File: src/rtl/seven_seg_pkg.sv
// Shared constants and types for the four-digit seven-segment scan driver.
// Segment patterns are active-low, ordered {g,f,e,d,c,b,a}.
package seven_seg_pkg;

  localparam logic [6:0] SEG_0    = 7'b1000000;
  localparam logic [6:0] SEG_1    = 7'b1111001;
  localparam logic [6:0] SEG_2    = 7'b0100100;
  localparam logic [6:0] SEG_3    = 7'b0110000;
  localparam logic [6:0] SEG_4    = 7'b0011001;
  localparam logic [6:0] SEG_5    = 7'b0010010;
  localparam logic [6:0] SEG_6    = 7'b0000010;
  localparam logic [6:0] SEG_7    = 7'b1111000;
  localparam logic [6:0] SEG_8    = 7'b0000000;
  localparam logic [6:0] SEG_9    = 7'b0010000;
  localparam logic [6:0] SEG_DASH = 7'b0111111;
  localparam logic [6:0] SEG_OFF  = 7'h7F;

  localparam logic [3:0] AN_OFF = 4'hF;

  typedef logic [1:0] digit_idx_t;

  // Active-low one-hot anode select for a digit index.
  function automatic logic [3:0] an_select(input digit_idx_t idx);
    return ~(4'b0001 << idx);
  endfunction

endpackage

File: src/rtl/seven_seg_scan_if.sv
// Display bus: packed BCD digits and decimal points in, multiplexed pins out.
// The master side owns the digit data; the slave side is the scan driver.
interface seven_seg_scan_if;
  logic [15:0] DataIn;
  logic [3:0]  DpIn;
  logic [6:0]  Seg;
  logic        Dp;
  logic [3:0]  An;
  logic        FrameDone;

  modport master (
    output DataIn, DpIn,
    input  Seg, Dp, An, FrameDone
  );

  modport slave (
    input  DataIn, DpIn,
    output Seg, Dp, An, FrameDone
  );
endinterface

File: src/rtl/bcd_to_seg.sv
// Combinational nibble to active-low seven-segment decoder.
// Non-BCD nibbles (A..F) render as a centre dash so bad data is visible.
module bcd_to_seg
  import seven_seg_pkg::*;
(
  input  logic [3:0] i_nibble,
  output logic [6:0] o_seg
);

  // NOTE: every path through a combinational block must assign the output;
  // the default arm here is what keeps this from inferring a latch.
  always_comb begin
    unique case (i_nibble)
      4'd0:    o_seg = SEG_0;
      4'd1:    o_seg = SEG_1;
      4'd2:    o_seg = SEG_2;
      4'd3:    o_seg = SEG_3;
      4'd4:    o_seg = SEG_4;
      4'd5:    o_seg = SEG_5;
      4'd6:    o_seg = SEG_6;
      4'd7:    o_seg = SEG_7;
      4'd8:    o_seg = SEG_8;
      4'd9:    o_seg = SEG_9;
      default: o_seg = SEG_DASH;
    endcase
  end

endmodule

File: src/rtl/seven_seg_scan.sv
// Time-multiplexed Basys3 seven-segment driver: one digit per refresh slot,
// input snapshotted once per frame, leading-zero blanking, registered pins.
module seven_seg_scan
  import seven_seg_pkg::*;
#(
  parameter int unsigned REFRESH_DIV   = 100000,
  parameter bit          BLANK_LEADING = 1'b1
) (
  input  logic            Clk,
  input  logic            ResetN,
  seven_seg_scan_if.slave bus
);

  localparam int unsigned CNT_W = (REFRESH_DIV > 1) ? $clog2(REFRESH_DIV) : 1;
  localparam logic [CNT_W-1:0] CNT_LAST = CNT_W'(REFRESH_DIV - 1);

  logic [CNT_W-1:0] r_pre_cnt;
  digit_idx_t       r_idx;
  logic             r_started;
  logic [15:0]      r_frame;
  logic [3:0]       r_frame_dp;
  logic [3:0]       r_an;
  logic [6:0]       r_seg;
  logic             r_dp;
  logic             r_frame_done;

  logic             w_tick;
  logic [3:0]       w_nibble;
  logic [6:0]       w_dec_seg;
  logic             w_blank;

  assign w_tick   = (r_pre_cnt == CNT_LAST);
  assign w_nibble = r_frame[{r_idx, 2'b00} +: 4];

  bcd_to_seg u_dec (
    .i_nibble (w_nibble),
    .o_seg    (w_dec_seg)
  );

  // A digit is a leading zero only if it and every more-significant digit
  // are zero; non-BCD nibbles compare non-zero and so stop the blanking.
  always_comb begin
    w_blank = 1'b0;
    if (BLANK_LEADING) begin
      unique case (r_idx)
        2'd3:    w_blank = (r_frame[15:12] == 4'd0);
        2'd2:    w_blank = (r_frame[15:8]  == 8'd0);
        2'd1:    w_blank = (r_frame[15:4]  == 12'd0);
        default: w_blank = 1'b0;
      endcase
    end
  end

  // NOTE: sequential state uses non-blocking assignments only, so every
  // register below samples the pre-edge values regardless of statement order.
  // NOTE: the snapshot registers are plain flops, not a RAM, so they take the
  // async reset like everything else and the first frame starts from zero.
  always_ff @(posedge Clk or negedge ResetN) begin
    if (!ResetN) begin
      r_pre_cnt    <= '0;
      r_idx        <= '0;
      r_started    <= 1'b0;
      r_frame      <= '0;
      r_frame_dp   <= '0;
      r_frame_done <= 1'b0;
    end else begin
      r_pre_cnt    <= w_tick ? '0 : r_pre_cnt + CNT_W'(1);
      r_frame_done <= 1'b0;
      if (w_tick) begin
        if (!r_started) begin
          r_started  <= 1'b1;
          r_idx      <= '0;
          r_frame    <= bus.DataIn;
          r_frame_dp <= bus.DpIn;
        end else if (r_idx == 2'd3) begin
          r_idx        <= '0;
          r_frame      <= bus.DataIn;
          r_frame_dp   <= bus.DpIn;
          r_frame_done <= 1'b1;
        end else begin
          r_idx <= digit_idx_t'(r_idx + 2'd1);
        end
      end
    end
  end

  // Pin registers follow the current slot one cycle later and stay dark
  // until the first snapshot has been taken.
  always_ff @(posedge Clk or negedge ResetN) begin
    if (!ResetN) begin
      r_an  <= AN_OFF;
      r_seg <= SEG_OFF;
      r_dp  <= 1'b1;
    end else if (!r_started || w_blank) begin
      r_an  <= AN_OFF;
      r_seg <= SEG_OFF;
      r_dp  <= 1'b1;
    end else begin
      r_an  <= an_select(r_idx);
      r_seg <= w_dec_seg;
      r_dp  <= ~r_frame_dp[r_idx];
    end
  end

  assign bus.An        = r_an;
  assign bus.Seg       = r_seg;
  assign bus.Dp        = r_dp;
  assign bus.FrameDone = r_frame_done;

endmodule

File: src/flat_wrapper.sv
// flat-port wrapper written by rule: the top's interface ports become plain ports
module seven_seg_scan_flat import seven_seg_pkg::*;
#(
  parameter int unsigned REFRESH_DIV   = 100000,
  parameter bit          BLANK_LEADING = 1'b1
)
  (Clk, ResetN, bus_DataIn, bus_DpIn, bus_Seg, bus_Dp, bus_An, bus_FrameDone);
  seven_seg_scan_if bus_i ();
  input  logic Clk;
  input  logic ResetN;
  input wire logic [$bits(bus_i.DataIn)-1:0] bus_DataIn;
  input wire logic [$bits(bus_i.DpIn)-1:0] bus_DpIn;
  output wire logic [$bits(bus_i.Seg)-1:0] bus_Seg;
  output wire logic [$bits(bus_i.Dp)-1:0] bus_Dp;
  output wire logic [$bits(bus_i.An)-1:0] bus_An;
  output wire logic [$bits(bus_i.FrameDone)-1:0] bus_FrameDone;
  assign bus_i.DataIn = bus_DataIn;
  assign bus_i.DpIn = bus_DpIn;
  assign bus_Seg = bus_i.Seg;
  assign bus_Dp = bus_i.Dp;
  assign bus_An = bus_i.An;
  assign bus_FrameDone = bus_i.FrameDone;
  seven_seg_scan #(.REFRESH_DIV(REFRESH_DIV), .BLANK_LEADING(BLANK_LEADING)) u_core (.Clk(Clk), .ResetN(ResetN), .bus(bus_i));
endmodule
File: config.mk
export PLATFORM = sky130hd
export DESIGN_NAME = seven_seg_scan_flat
export DESIGN_NICKNAME = d
export VERILOG_FILES = /design/src/rtl/seven_seg_pkg.sv /design/src/rtl/seven_seg_scan_if.sv /design/src/rtl/bcd_to_seg.sv /design/src/rtl/seven_seg_scan.sv /design/src/flat_wrapper.sv
export SDC_FILE = /design/constraint.sdc
export NUM_CORES = 1
export LEC_CHECK = 0
export ABC_AREA = 1
export CORE_UTILIZATION = 40
export DETAILED_ROUTE_END_ITERATION = 8
export DONT_BUFFER_PORTS = 1
export GPL_ROUTABILITY_DRIVEN = 0
export GPL_TIMING_DRIVEN = 0
export PLACE_DENSITY_LB_ADDON = 0.05
export SLEW_MARGIN = 5
export SYNTH_ARGS = -nofsm -noshare
export SYNTH_HDL_FRONTEND = slang
export SYNTH_HIERARCHICAL = 1
export SYNTH_SLANG_ARGS = --single-unit
File: constraint.sdc
create_clock -name Clk -period 2.35 [get_ports Clk]
set_input_delay 0.705 -clock Clk [delete_from_list [all_inputs] [get_ports Clk]]
set_output_delay 0.705 -clock Clk [all_outputs]
set_load 0.05 [all_outputs]
==> run summary <==
Setup violations remaining at the end of the flow were counted as 0. The final-report max-slew violation count is 0, and the overall fraction of global-route tracks in use is 17.3%. The H-tree was split into 2 levels.

The reg-to-reg critical path endpoint was u_core/bus.Seg[3]$_DFF_PN1_. Entering global routing, the biggest net connects 54 pins. STA classifies the critical path endpoint as a register. Detailed routing inserted a total of 2141 vias. Clock tree synthesis selected as its root buffer the cell clkbuf_8. In the routed layout, each cell is associated on average with a via count of 4.60.

In this design, the stage delay of the slowest critical-path cell is 0.49 ns. Counting cells, the worst reg-to-reg path comes to 10. The run gives 0.36 ns as the worst-case register-to-register setup slack. Port buffering added 0 buffers. Sequential cells were found to cover 47.1% of the synthesized design area. The number of clock buffers added by TritonCTS is 5.

CTS saw 53 sinks. Power comes to 1.49 mW. The buffers plus inverters on the worst setup path is 3, and the number of enable flip-flop cells after synthesis is 0.

The standby leakage power was 1.44 nW. The die covers 7470 µm². Synthesis produced 362 cells. The DRC violation total after the first TritonRoute iteration came out at 116. Kind of start point of the critical path: a register. At the later pin of the worst-skew pair, clock insertion delay measures 0.30 ns. The post-route fraction of the period consumed by the critical path was 84.7%; the area added between synthesis and finish was 8.25%. STA puts the critical path data required time at 2.59 ns. For this design, the slowest cell found on the critical path is dfrtp_1.

Top flip-flop cell by instance count after synthesis: dfrtp_1. On the final layout, the worst clock skew is 0.00817 ns. The initialized floorplan defines 30 standard-cell rows. For the number of global-route vias before repair, the log shows 2000. The initial antenna violation count is 0, and the antenna diode count is 0. At the end of the flow the core is filled with cells to 45.2%.

The run gives -0.0157 ns as the post-place setup slack. The worst hold path belongs to the class in -> async. Detailed placement finished with a half-perimeter wire length of 4390 µm. Grouping stages by cell kind, the critical path spends the most delay in flip-flops.

The Yosys step of the flow raised 6 warnings. The commonest cells after synthesis are 110 x nand2_1, 52 x nor2_1, 41 x dfrtp_1. The total DRC errors in the routed layout is 0. The count of pins on the block boundary is 35, and the distinct cell type count after synthesis is 29. After floorplanning, the core was sized to cover 6830 µm².

The final antenna-violating net count is 0, and the wire length per cell after detailed routing is 12.6 µm. Setup repair after global routing left no endpoint under its margin. The final hold violation count is 0. The tools report the maximum root-to-sink buffer count as 2.

Derived from the worst setup path, the maximum achievable clock frequency is 503 MHz. Across all setup checks in the final design, the least slack found is 0.360 ns. The proportion of layout cells with a drive suffix above 1 was 12.5%. The number of register bits inferred by synthesis was 53; the count of maximum capacitance violations was 0. The floorplan step set the die width to 86.4 µm. Count of hold-fix buffers inserted at cts: 0. The highest net fanout along the worst path works out to 9. Once the floorplan was initialized, standard cells occupied 41.7% of the core.

The async set-or-reset flop fraction in the synthesized netlist is 100%, and the summed instance area of the synthesized netlist is 2850 µm². The slew at the pin closest to its max-slew limit is 0.566 ns, and the remaining max-slew budget at the tightest pin is 62.2%. The portion of synthesized cell area occupied by the leading cell type works out to 36.0%.

After clock tree synthesis, the setup repair step added 0 buffers. The first global-routing pass estimated 9930 µm of wire. The startpoint identified for the worst register-to-register timing path is u_core/r_idx[1]$_DFFE_PN0N_. Once placement finished, the instance area stood at 2970 µm².

TritonCTS built the clock tree. For this run the aggregate overflow at the end of global routing stands at 0. For this design the ratio of total power to cell area is 483 nW/µm². The total nets after synthesis is 395, and the length of the first detailed-routing pass in iterations is 4. Across all hold checks on the routed design, the worst slack comes to 0.0863 ns. dfrtp_1 takes more of the synthesized area than any other cell. Among all cell types in the netlist, the one instantiated most often is nand2_1. The run finished with clean final reports. The layout net count was 401; the clock slew at the register clock pins of the worst setup and hold paths was 0.10 ns.

After layout, the minimum clock period comes to 1.99 ns. By area the synthesized netlist is led by dfrtp_1 36%, nand2_1 14%, dfstp_2 11%. Walking the worst path, the cells encountered are inv_1 > o21ai_0 > o22ai_1 > inv_1 > ha_1 > nand2_1 > nand3_1 > nand2_1 > inv_1 > nand2_1. The critical path in this run is classified as reg -> reg. The worst voltage drop across the vdd grid is 0.215 mV, and the y dimension of the die is 86.4 µm. The average instance in the mapped netlist occupies 7.87 µm². Once layout is done, the placed cells without fillers occupy 3090 µm². Summed over all layers, the routed wires come to 5840 µm. The tools report the worst path arrival time as 2.23 ns.
-- cells in the final DEF (no fill, tap or decap) --
| master | synthesis | final |
|---|---|---|
| nand2_1 | 110 | 110 |
| nor2_1 | 52 | 52 |
| dfrtp_1 | 41 | 41 |
| inv_1 | 40 | 39 |
| nand4_1 | 23 | 23 |
| nand3_1 | 15 | 15 |
| o21ai_0 | 12 | 12 |
| dfstp_2 | 12 | 12 |
| ha_1 | 11 | 11 |
| xor2_1 | 7 | 7 |
| clkbuf_8 | 0 | 5 |
| buf_2 | 5 | 5 |
| o22ai_1 | 5 | 4 |
| nand2_2 | 4 | 4 |
| buf_6 | 4 | 4 |
| nor2_2 | 3 | 3 |
| o21ai_1 | 3 | 3 |
| inv_2 | 2 | 2 |
| inv_6 | 0 | 1 |
| clkbuf_16 | 0 | 1 |
| clkinv_2 | 0 | 1 |
| clkinvlp_4 | 0 | 1 |
| clkbuf_2 | 0 | 1 |
| nor3b_1 | 1 | 1 |
| nor3_1 | 1 | 1 |
| and2_1 | 1 | 1 |
| nor3_2 | 1 | 1 |
| nor2_8 | 1 | 1 |
| a21oi_1 | 1 | 1 |
| o21bai_1 | 1 | 1 |
| clkinv_1 | 1 | 1 |
| nor2_4 | 1 | 1 |
| o22ai_2 | 0 | 1 |
| nand4_2 | 1 | 1 |
| o21ai_2 | 1 | 1 |
-- layout make-up --
| class | count | area [µm²] |
|---|---|---|
| flip-flops and latches | 53 | 1340 |
| fillers | 728 | 3750 |
| plain buffers | 10 | 75.1 |
| inverters | 43 | 165 |
| well taps | 96 | 120 |
| clock buffers | 6 | 93.8 |
| clock inverters | 2 | 13.8 |
| multi-input cells | 255 | 1280 |
-- per-stage QoR --
| stage | setup TNS, ns | std cells |
|---|---|---|
| final | 0 | 465 |
| after global placement | 0 | 458 |
| after CTS | 0 | 465 |
| after global routing | 0 | 465 |
| after detailed placement | -0.0157 | 458 |
| after floorplan | 0 | 362 |
-- metal layers --
layer / up-vias / share of wire (%) / GRT usage (%)
li1: 1150 / - / -
met1: 954 / 57 / 28.5
met2: 35 / 38 / 22.7
met3: 2 / 4.2 / 3.62
met4: 0 / 0.50 / 3.18
met5: - / 0 / 0
-- worst max-delay path by stage --
stage	cells past startpoint	from	end
final	10	u_core/r_idx[1]$_DFFE_PN0N_	u_core/bus.Seg[3]$_DFF_PN1_
after global routing	10	u_core/r_idx[1]$_DFFE_PN0N_	u_core/bus.Seg[3]$_DFF_PN1_
after CTS	10	u_core/r_idx[0]$_DFFE_PN0N_	u_core/bus.Seg[3]$_DFF_PN1_
after detailed placement	11	u_core/r_idx[0]$_DFFE_PN0N_	u_core/bus.Seg[3]$_DFF_PN1_
after global placement	11	u_core/r_idx[0]$_DFFE_PN0N_	u_core/bus.Seg[3]$_DFF_PN1_
after floorplan	11	u_core/r_idx[0]$_DFFE_PN0N_	u_core/bus.Seg[3]$_DFF_PN1_
-- where the power goes --
group,switching (mW),total (mW),internal (mW)
Sequential,0,0.913,0.913
Clock,0.302,0.579,0.277
Combinational,0,0.000173,0.000172
-- flip-flops by register name, summed over array words and instances, names as in the netlist --
register	flops
u_core/bus.Seg	7
u_core/bus.An	4
u_core/bus.Dp	1
u_core/r_pre_cnt	17
u_core/r_idx	2
u_core/r_frame_dp	4
u_core/bus.FrameDone	1
u_core/r_started	1
u_core/r_frame	16
-- cells by family after synthesis --
logic type      synth area share [%]
flops                           47.1
xor+xnor                        2.15
fa+ha+maj                       4.83
compound gates                  4.48
buf+inv                         8.38
simple gates                    33.1
-- what timing repair did --
action,CTS,global route
gates cloned,0,0
hold endpoints to repair,0,0
resized for setup,0,4
setup endpoints to repair,1,1
Note: power is estimated with default switching activity, not from simulation.
